File: src/rtl/mul8x8_ha_pkg.sv
// rtl/mul8x8_ha_pkg.sv - shared widths and row weighting for the 8x8 HA-array accumulator
// Row widths follow the half-adder array front end; PART_W holds R_a + 4*R_b without wrap.
package mul8x8_ha_pkg;

   localparam int HA_B_W  = 7;
   localparam int HA_T_W  = 9;
   localparam int HA_ROWS = 4;
   localparam int ROW_W   = 10;
   localparam int PART_W  = 13;
   localparam int SUM_W   = 17;

   function automatic logic [ROW_W-1:0] row_val(input logic [HA_B_W-1:0] b,
                                                 input logic [HA_T_W-1:0] t);
      return ROW_W'(t) + (ROW_W'(b) << 2);
   endfunction

endpackage

File: src/rtl/mul8x8_ha_pipe_stage.sv
// rtl/mul8x8_ha_pipe_stage.sv - generic valid/ready register slice
// Accepts whenever empty or draining, so a full slice still sustains one transfer per cycle.
module mul8x8_ha_pipe_stage #(
   parameter int DATA_W = 8
) (
   input  logic              clk,
   input  logic              rst_n,
   input  logic              in_valid,
   output logic              in_ready,
   input  logic [DATA_W-1:0] in_data,
   output logic              out_valid,
   input  logic              out_ready,
   output logic [DATA_W-1:0] out_data
);

   logic              valid_q, valid_d;
   logic [DATA_W-1:0] data_q, data_d;

   assign in_ready = !valid_q || out_ready;

   // Data only moves on an accept, so a stalled or empty slice never picks up stray inputs.
   always_comb begin
      valid_d = valid_q;
      data_d  = data_q;
      if (in_ready) begin
         valid_d = in_valid;
         if (in_valid) begin
            data_d = in_data;
         end
      end
   end

   always_ff @(posedge clk or negedge rst_n) begin
      if (!rst_n) begin
         valid_q <= 1'b0;
         data_q  <= '0;
      end else begin
         valid_q <= valid_d;
         data_q  <= data_d;
      end
   end

   assign out_valid = valid_q;
   assign out_data  = data_q;

endmodule

File: src/rtl/unsigned_mul_8x8_ha_array_accum.sv
// rtl/unsigned_mul_8x8_ha_array_accum.sv - weights and sums HA-array rows into a saturated product
// S1 holds the two pair sums, S2 holds the saturated product; ovf_cnt counts delivered overflows.
module unsigned_mul_8x8_ha_array_accum
   import mul8x8_ha_pkg::*;
#(
   parameter int PROD_W = 16,
   parameter int CNT_W  = 16
) (
   input  logic              clk,
   input  logic              rst_n,
   input  logic              in_valid,
   output logic              in_ready,
   input  logic [HA_B_W-1:0] ha_array_0_b,
   input  logic [HA_T_W-1:0] ha_array_0_t,
   input  logic [HA_B_W-1:0] ha_array_1_b,
   input  logic [HA_T_W-1:0] ha_array_1_t,
   input  logic [HA_B_W-1:0] ha_array_2_b,
   input  logic [HA_T_W-1:0] ha_array_2_t,
   input  logic [HA_B_W-1:0] ha_array_3_b,
   input  logic [HA_T_W-1:0] ha_array_3_t,
   output logic              out_valid,
   input  logic              out_ready,
   output logic [PROD_W-1:0] prod,
   output logic              ovf,
   output logic [CNT_W-1:0]  ovf_cnt
);

   localparam int S1_W = 2 * PART_W;
   localparam int S2_W = PROD_W + 1;

   logic [ROW_W-1:0]  r0, r1, r2, r3;
   logic [PART_W-1:0] p01_d, p23_d, p01_q, p23_q;
   logic [S1_W-1:0]   s1_data;
   logic              s1_valid, s2_in_ready;
   logic [SUM_W-1:0]  sum_d;
   logic [PROD_W-1:0] prod_d;
   logic              ovf_d;
   logic [S2_W-1:0]   s2_data;
   logic [CNT_W-1:0]  ovf_cnt_q, ovf_cnt_d;

   assign r0 = row_val(ha_array_0_b, ha_array_0_t);
   assign r1 = row_val(ha_array_1_b, ha_array_1_t);
   assign r2 = row_val(ha_array_2_b, ha_array_2_t);
   assign r3 = row_val(ha_array_3_b, ha_array_3_t);

   always_comb begin
      p01_d = PART_W'(r0) + (PART_W'(r1) << 2);
      p23_d = PART_W'(r2) + (PART_W'(r3) << 2);
   end

   mul8x8_ha_pipe_stage #(.DATA_W(S1_W)) u_s1 (
      .clk       (clk),
      .rst_n     (rst_n),
      .in_valid  (in_valid),
      .in_ready  (in_ready),
      .in_data   ({p01_d, p23_d}),
      .out_valid (s1_valid),
      .out_ready (s2_in_ready),
      .out_data  (s1_data)
   );

   assign p01_q = s1_data[S1_W-1 -: PART_W];
   assign p23_q = s1_data[PART_W-1:0];

   // Bit SUM_W-1 is the only bit above the product range, so it alone flags saturation.
   always_comb begin
      sum_d  = SUM_W'(p01_q) + (SUM_W'(p23_q) << 4);
      ovf_d  = sum_d[SUM_W-1];
      prod_d = ovf_d ? '1 : sum_d[PROD_W-1:0];
   end

   mul8x8_ha_pipe_stage #(.DATA_W(S2_W)) u_s2 (
      .clk       (clk),
      .rst_n     (rst_n),
      .in_valid  (s1_valid),
      .in_ready  (s2_in_ready),
      .in_data   ({ovf_d, prod_d}),
      .out_valid (out_valid),
      .out_ready (out_ready),
      .out_data  (s2_data)
   );

   assign prod = s2_data[PROD_W-1:0];
   assign ovf  = s2_data[PROD_W];

   always_comb begin
      ovf_cnt_d = ovf_cnt_q;
      if (out_valid && out_ready && ovf && !(&ovf_cnt_q)) begin
         ovf_cnt_d = ovf_cnt_q + CNT_W'(1);
      end
   end

   always_ff @(posedge clk or negedge rst_n) begin
      if (!rst_n) begin
         ovf_cnt_q <= '0;
      end else begin
         ovf_cnt_q <= ovf_cnt_d;
      end
   end

   assign ovf_cnt = ovf_cnt_q;

endmodule

File: config.mk
export PLATFORM = sky130hd
export DESIGN_NAME = unsigned_mul_8x8_ha_array_accum
export DESIGN_NICKNAME = d
export VERILOG_FILES = /design/src/rtl/mul8x8_ha_pkg.sv /design/src/rtl/mul8x8_ha_pipe_stage.sv /design/src/rtl/unsigned_mul_8x8_ha_array_accum.sv
export SDC_FILE = /design/constraint.sdc
export NUM_CORES = 1
export LEC_CHECK = 0
export ABC_AREA = 1
export CORE_UTILIZATION = 38
export DETAILED_ROUTE_END_ITERATION = 7
export SYNTH_ARGS = -nofsm -noshare
export SYNTH_HDL_FRONTEND = slang
export SYNTH_SLANG_ARGS = --single-unit
export TNS_END_PERCENT = 50
File: constraint.sdc
create_clock -name clk -period 4.54 [get_ports clk]
set_input_delay 0.908 -clock clk [delete_from_list [all_inputs] [get_ports clk]]
set_output_delay 0.908 -clock clk [all_outputs]
set_load 0.05 [all_outputs]
==> results of run 1 <==
## cell usage after synthesis, drive strengths merged
cell,instances
o21a,2
nand4,13
nor2,47
buf,8
a31oi,2
nor3,5
ha,38
a21boi,1
nand3,44
nand2,226
nand3b,2
xor2,18
inv,95
o21ai,25
or2,11
a21oi,27
and2,1
fa,19
a21o,1
clkbuf,3
o22ai,2
xnor2,12
dfrtp,61
## cell families after synthesis
group	after synthesis
AND/OR/NAND/NOR	349
buffers and inverters	106
XOR/XNOR	30
AO/OA/AOI/OAI	60
flip-flops	61
adder cells (fa/ha/maj)	57
## metal layers
metal	wire length, um	up-vias	part of all wire	track usage
li1	-	2289	-	-
met2	5130	102	0.47	0.300
met3	380	9	0.035	0.0295
met4	136	0	0.012	0.0563
met5	0	-	0	0
met1	5360	1990	0.49	0.229
## flip-flops by register name, summed over array words and instances, names as in the netlist
register,flops
u_s2.out_valid,1
u_s1.out_valid,1
u_s1.out_data,26
u_s2.out_data,17
ovf_cnt,16
## area by class of cell
cell class | instances | area (um^2)
clock buffers | 10 | 229
clock inverters | 6 | 87.6
fillers | 1202 | 5900
inverters | 95 | 357
multi-input cells | 496 | 2920
flip-flops and latches | 61 | 1530
well taps | 168 | 210
repair buffers | 104 | 1030
## layout by cell type, fill, tap and decap left out, types with 2 or more instances in the layout
master           synthesis  layout
a31oi_1                  2       2
nand3_2                  2       2
xnor2_1                 12      12
o21ai_0                 20      20
or2_2                   11      11
o22ai_1                  2       2
nand4_1                 12      12
bufinv_16                0       2
inv_2                    2       2
nand2_2                  3       3
nor2_1                  44      44
o21ai_1                  5       5
nand3_1                 42      42
clkdlybuf4s50_1          0     101
a21oi_1                 26      26
nor2_2                   3       3
buf_4                    1       2
dfrtp_1                 61      61
nand2_1                222     222
clkinvlp_4               0       3
nor3_1                   5       5
o21a_1                   2       2
clkbuf_16                0       9
nand3b_1                 2       2
inv_1                   93      93
fa_1                    19      19
xor2_1                  18      18
ha_1                    38      38
## how the worst max path moves through the flow
stage,from,end,slack (ns)
after global routing,ha_array_3_b[0],u_s1.out_data[10]$_DFFE_PN0P_,0.48
after global placement,ha_array_3_b[0],u_s1.out_data[10]$_DFFE_PN0P_,0.56
after CTS,ha_array_3_b[0],u_s1.out_data[10]$_DFFE_PN0P_,0.81
after detailed placement,ha_array_3_b[0],u_s1.out_data[10]$_DFFE_PN0P_,0.46
final,ha_array_3_b[0],u_s1.out_data[10]$_DFFE_PN0P_,0.78
after floorplan,ha_array_3_b[0],u_s1.out_data[10]$_DFFE_PN0P_,1.17
## stage by stage
stage | utilization | hold WS [ns]
floorplan | - | 0.450
global placement | 0.493 | 0.467
detailed placement | 0.493 | 0.469
CTS | 0.519 | 0.483
global route | 0.519 | 0.507
finish | 0.519 | 0.476
## worst max-delay path: cells and delay by family
family	cells	cell delay, ns
XOR/XNOR	1	0.19
adder cells (fa/ha/maj)	4	1.45
buffers and inverters	1	0.40
AND/OR/NAND/NOR	3	0.27
AO/OA/AOI/OAI	4	0.71
## power groups by stage
stage	Sequential (mW)	Combinational, mW	Clock, mW
2_1_floorplan	1.21	1.02	0
3_3_place_gp	0.879	1.86	0
3_5_place_dp	0.887	1.88	0
4_1_cts	0.879	1.90	0.729
5_1_grt	0.904	2.11	0.754
6_report	0.877	1.88	0.717
==> impl_metrics.csv, run 1 <==
group,metric,value,unit
pwr,finalPower,3.48,mW
die,io_pins,103,
layout,final_area,6360,um^2
sta,min_period_over_period,0.827,
setup_path,worstReg2RegStart,"u_s1.out_data[17]$_DFFE_PN0P_",
synthesis,synth_top_area_cell,"dfrtp_1",
clock_network,post_cts_buffers,0,
synthesis,synthXorXnorAreaFrac,0.0541,
die,core-area,12300,um^2
pwr,p_sw_frac,0.452,
worst_hold_path,worst_hold_path.endpoint,"u_s2.out_data[14]$_DFFE_PN0P_",
drt,route.antenna.remaining_nets,0,
synthesis,yosysSeqAreaShare,0.314,
worst_hold_path,holdPathStages,2,
sta,worst_pin_slew,0.683,ns
pwr,combPwrFrac,0.542,
setup_path,crit_type,"input pin to flop",
setup_path,timing.rr.end,"u_s2.out_data[13]$_DFFE_PN0P_",
sta,hold_viol,0,
layout,final_nets,892,
setup_path,start_kind,"input pin",
setup_path,crit_required,4.72,ns
synthesis,yosysUniqueCellTypes,34,
worst_hold_path,min_from,"u_s2.out_data[14]$_DFFE_PN0P_",
synthesis,synth_top_family_by_area,"simple AND/OR/NAND/NOR gates",
synthesis,ys_ff_latch,61,
pwr,internal_power,1.91,mW
drt,drt_iter0_drc,202,
pwr,seqPwrFrac,0.252,
layout,layoutNonFillerInstCount,940,
clock_network,clkLatencyLatePin,0.33,ns
sta,grt_setup_unrepaired,"false",
placement,place_area,6040,um^2
die,chipHeight,115,um
grt,grt_pass1_wl,18.8,mm
die,rows,40,
clock_network,cts_buffer_depth,2,
clock_network,h-tree-depth,3,
clock_network,numCtsBuffers,9,
drt,drc,0,
setup_path,max_stage_delay,0.44,ns
pwr,irDropWorstVdd,0.000219,V
placement,place_ws,0.464,ns
sta,clock_skew,0.00530,ns
synthesis,synth_fa_ha_area_frac,0.176,
placement,dpl.hpwl,8.94,mm
drt,routedWlPerCell,11.7,um
clock_network,cts_hold_repair.buffers,0,
job,cap_violations,0,
sta,drv_slew,0,
grt,grt_util_all_layers,0.177,
synthesis,post_synth.cell_area_avg,7.33,um^2
drt,first_pass_iters,4,
synthesis,yosysTopAreaCellShare,0.314,
sta,fin_tns_setup,0,ns
synthesis,syn_nets,788,
layout,n_antenna_cell,0,
clock_network,clock_sinks,61,
sta,finalSetupViolCount,0,
synthesis,synth_area,4860,um^2
die,start_util,0.396,
sta,min_period,3.76,ns
layout,syn_to_final_growth,30.8,%
layout,drive_above_1_share,0.0544,
synthesis,yosys-top-cells-area,"dfrtp_1, nand2_1, ha_1",
setup_path,reg2reg_depth,13,
sta,maxSlewHeadroom,0.544,
clock_network,cts_resized,0,
placement,dp_cells,924,
setup_path,cp.arrival,3.93,ns
synthesis,netlist_instances,663,
synthesis,synth_compound_area_frac,0.0657,
setup_path,cp_max_fo,4,
pwr,power.density,547,nW/um^2
synthesis,synthMuxAreaShare,0,
grt,grt_antenna_before_repair,0,
run_status,status,"completed",
die,die_area,13200,um^2
setup_path,crit_slowest_cell,"fa_1",
placement,port_buffers,102,
grt,grt_max_degree,43,
grt,grt_pass1_vias,4199,
clock_network,clkSlewWorstSetupHoldPaths,0.05,ns
drt,vias_per_cell,4.67,
setup_path,crit_path_end_kind,"flop",
drt,num_vias,4390,
pwr,p_leak,3.18,nW
grt,overflow,0,
pwr,p_switching,1.57,mW
worst_hold_path,hold_path_class,"flop to flop",
setup_path,r2r_slack,2.37,ns
synthesis,synthSimpleGateAreaFrac,0.305,
synthesis,ys_warn_count,0,
pwr,clkPwrFrac,0.206,
setup_path,crit_chain,"clkdlybuf4s50_1 -> ha_1 -> fa_1 -> a21oi_1 -> xor2_1 -> fa_1 -> ha_1 -> nand2_1 -> nor2_1 -> a21boi_0 -> o21ai_0 -> nand3_1 -> o21ai_0",
clock_network,cts_tree,"done",
sta,worst_slack,0.785,ns
drt,drt_wl_total,11.0,mm
sta,fmax,266,MHz
die,die_x,115,um
placement,gp_congestion,0.855,
clock_network,cts_root_buf,"clkbuf_16",
No activity file was read; power rests on OpenSTA's default activity.
==> run 2, diff against run 1 <==
- clock period: 4.54 -> 3.2 ns (I/O delays scaled with it)
==> run 2 against run 1 <==
  * Cell area rose by 8.8%
  * Cell count rose by 3.9%
  * Clock skew rose by 0.0075 ns
  * Register-to-register slack got worse by 1.3 ns
  * First-iteration DRC count fell by 9.9%
  * Critical endpoint is now u_s1.out_data[24]$_DFFE_PN0P_
  * Largest power group unchanged
==> impl_metrics.csv, run 2 (same netlist as run 1, synthesis figures left out) <==
group,metric,value,unit
run_status,status,"completed",
setup_path,crit_required,3.46,ns
pwr,seqPwrFrac,0.235,
grt,grt_pass1_vias,4403,
worst_hold_path,hold_path_class,"input pin to asynchronous set/reset pin",
placement,gp_congestion,0.831,
drt,route.antenna.remaining_nets,0,
setup_path,crit_chain,"clkdlybuf4s50_1 -> ha_4 -> a21oi_1 -> nand2_1 -> xor2_2 -> fa_1 -> ha_4 -> nand2_2 -> inv_2 -> nand3_2 -> nand3_2 -> nand2_2 -> nand2_2 -> nand2_1 -> nand2_1 -> nand3_1 -> nand2_1",
die,core-area,12300,um^2
layout,drive_above_1_share,0.151,
clock_network,cts_tree,"done",
setup_path,start_kind,"input pin",
layout,multi_input_area,3150,um^2
sta,min_period,3.08,ns
setup_path,path_buf_inv,2,
die,rows,40,
layout,final_common_cell,"nand2_1",
pwr,internal_power,2.98,mW
clock_network,clkLatencyLatePin,0.33,ns
pwr,p_sw_frac,0.437,
pwr,clkPwrFrac,0.202,
pwr,p_leak,3.48,nW
setup_path,crit_cells,17,
drt,num_vias,4473,
clock_network,numCtsBuffers,9,
grt,overflow,0,
grt,grt_pass1_wl,19.1,mm
placement,dpl.hpwl,8.89,mm
setup_path,reg2reg_depth,13,
setup_path,max_stage_delay,0.52,ns
layout,syn_to_final_growth,42.3,%
setup_path,cp_max_fo,4,
sta,min_period_over_period,0.963,
grt,grt_antenna_before_repair,0,
pwr,p_switching,2.31,mW
die,io_pins,103,
sta,drv_slew,0,
placement,port_buffers,102,
layout,final_area,6920,um^2
setup_path,crit_type,"input pin to flop",
drt,routedWlPerCell,11.4,um
clock_network,cts_hold_repair.buffers,0,
sta,worst_slack,0.117,ns
setup_path,cpMostUsedCell,"nand2_1",
setup_path,timing.rr.end,"u_s2.out_data[13]$_DFFE_PN0P_",
placement,place_ws,-0.583,ns
clock_network,cts_root_buf,"clkbuf_16",
clock_network,clkSlewWorstSetupHoldPaths,0.05,ns
layout,seqCellArea,1530,um^2
setup_path,worstReg2RegStart,"u_s1.out_data[17]$_DFFE_PN0P_",
die,chipHeight,115,um
sta,maxSlewHeadroom,0.537,
layout,num-fill-cells,1133,
sta,fmax,324,MHz
placement,place_area,6310,um^2
setup_path,cp.arrival,3.35,ns
layout,final_cell_mix,"nand2_1, clkdlybuf4s50_1, inv_1, dfrtp_1, nor2_1",
grt,grt_util_all_layers,0.180,
setup_path,crit_slowest_cell,"fa_1",
setup_path,critPathTopFamily,"adder cells",
drt,drc,0,
clock_network,h-tree-depth,3,
drt,vias_per_cell,4.58,
sta,worst_pin_slew,0.694,ns
drt,drt_wl_total,11.1,mm
pwr,combPwrFrac,0.563,
clock_network,clock_sinks,61,
pwr,power.density,765,nW/um^2
drt,first_pass_iters,6,
job,cap_violations,0,
sta,hold_viol,0,
die,start_util,0.396,
setup_path,crit_path_end_kind,"flop",
die,die_x,115,um
layout,final_nets,930,
die,die_area,13200,um^2
sta,finalSetupViolCount,0,
layout,largest_register_ffs,26,
grt,grt_max_degree,34,
sta,clock_skew,0.0128,ns
setup_path,r2r_slack,1.05,ns
drt,drt_iter0_drc,182,
pwr,irDropWorstVdd,0.000340,V
layout,n_antenna_cell,0,
clock_network,cts_buffer_depth,2,
-- run 2: worst max-delay path by stage --
stage	start	endpoint	slack, ns
finish	ha_array_1_b[2]	u_s1.out_data[24]$_DFFE_PN0P_	0.12
global route	ha_array_1_b[2]	u_s1.out_data[24]$_DFFE_PN0P_	-0.03
CTS	ha_array_3_t[2]	u_s1.out_data[11]$_DFFE_PN0P_	0.002
detailed placement	ha_array_3_b[0]	u_s1.out_data[10]$_DFFE_PN0P_	-0.58
global placement	ha_array_3_b[0]	u_s1.out_data[10]$_DFFE_PN0P_	-0.49
floorplan	ha_array_3_b[0]	u_s1.out_data[10]$_DFFE_PN0P_	0.10
-- run 2: routing by layer --
metal / vias to the layer above / part of all wire / GRT usage
met1: 2011 / 0.49 / 0.235
met4: 0 / 0.014 / 0.0623
met2: 87 / 0.46 / 0.307
li1: 2365 / - / -
met5: - / 0 / 0
met3: 10 / 0.031 / 0.0237
-- run 2: through the flow --
step	power [mW]	setup TNS [ns]	utilization	cells	hold slack, ns
2_1_floorplan	3.16	0	-	663	0.344
5_1_grt	5.72	-0.0309	0.564	977	0.139
4_1_cts	5.22	0	0.550	976	0.131
6_report	5.29	0	0.564	977	0.134
3_3_place_gp	4.03	-4.44	0.515	960	0.465
3_5_place_dp	4.07	-5.11	0.515	960	0.467
-- run 2: what timing repair did --
action | CTS | global route
pin swaps | 15 | 29
hold endpoints to repair | 0 | 0
gates cloned | 0 | 0
gates resized for setup | 21 | 38
buffers inserted | 1 | 1
setup endpoints to repair | 8 | 13
-- run 2: power groups by stage --
stage                     logic, mW  clock network [mW]  registers [mW]
final                          2.98                1.07            1.24
after detailed placement       2.81                   0            1.26
after CTS                      2.89                1.08            1.25
after global placement         2.78                   0            1.25
after global routing           3.32                1.12            1.28
after floorplan                1.44                   0            1.72
-- run 2: area by class of cell --
cell class              count  share of cell area
clock buffers              12              0.0385
well taps                 168              0.0304
clock inverters             3             0.00977
multi-input cells         496               0.455
repair buffers            142               0.194
flip-flops and latches     61               0.221
inverters                  95              0.0516
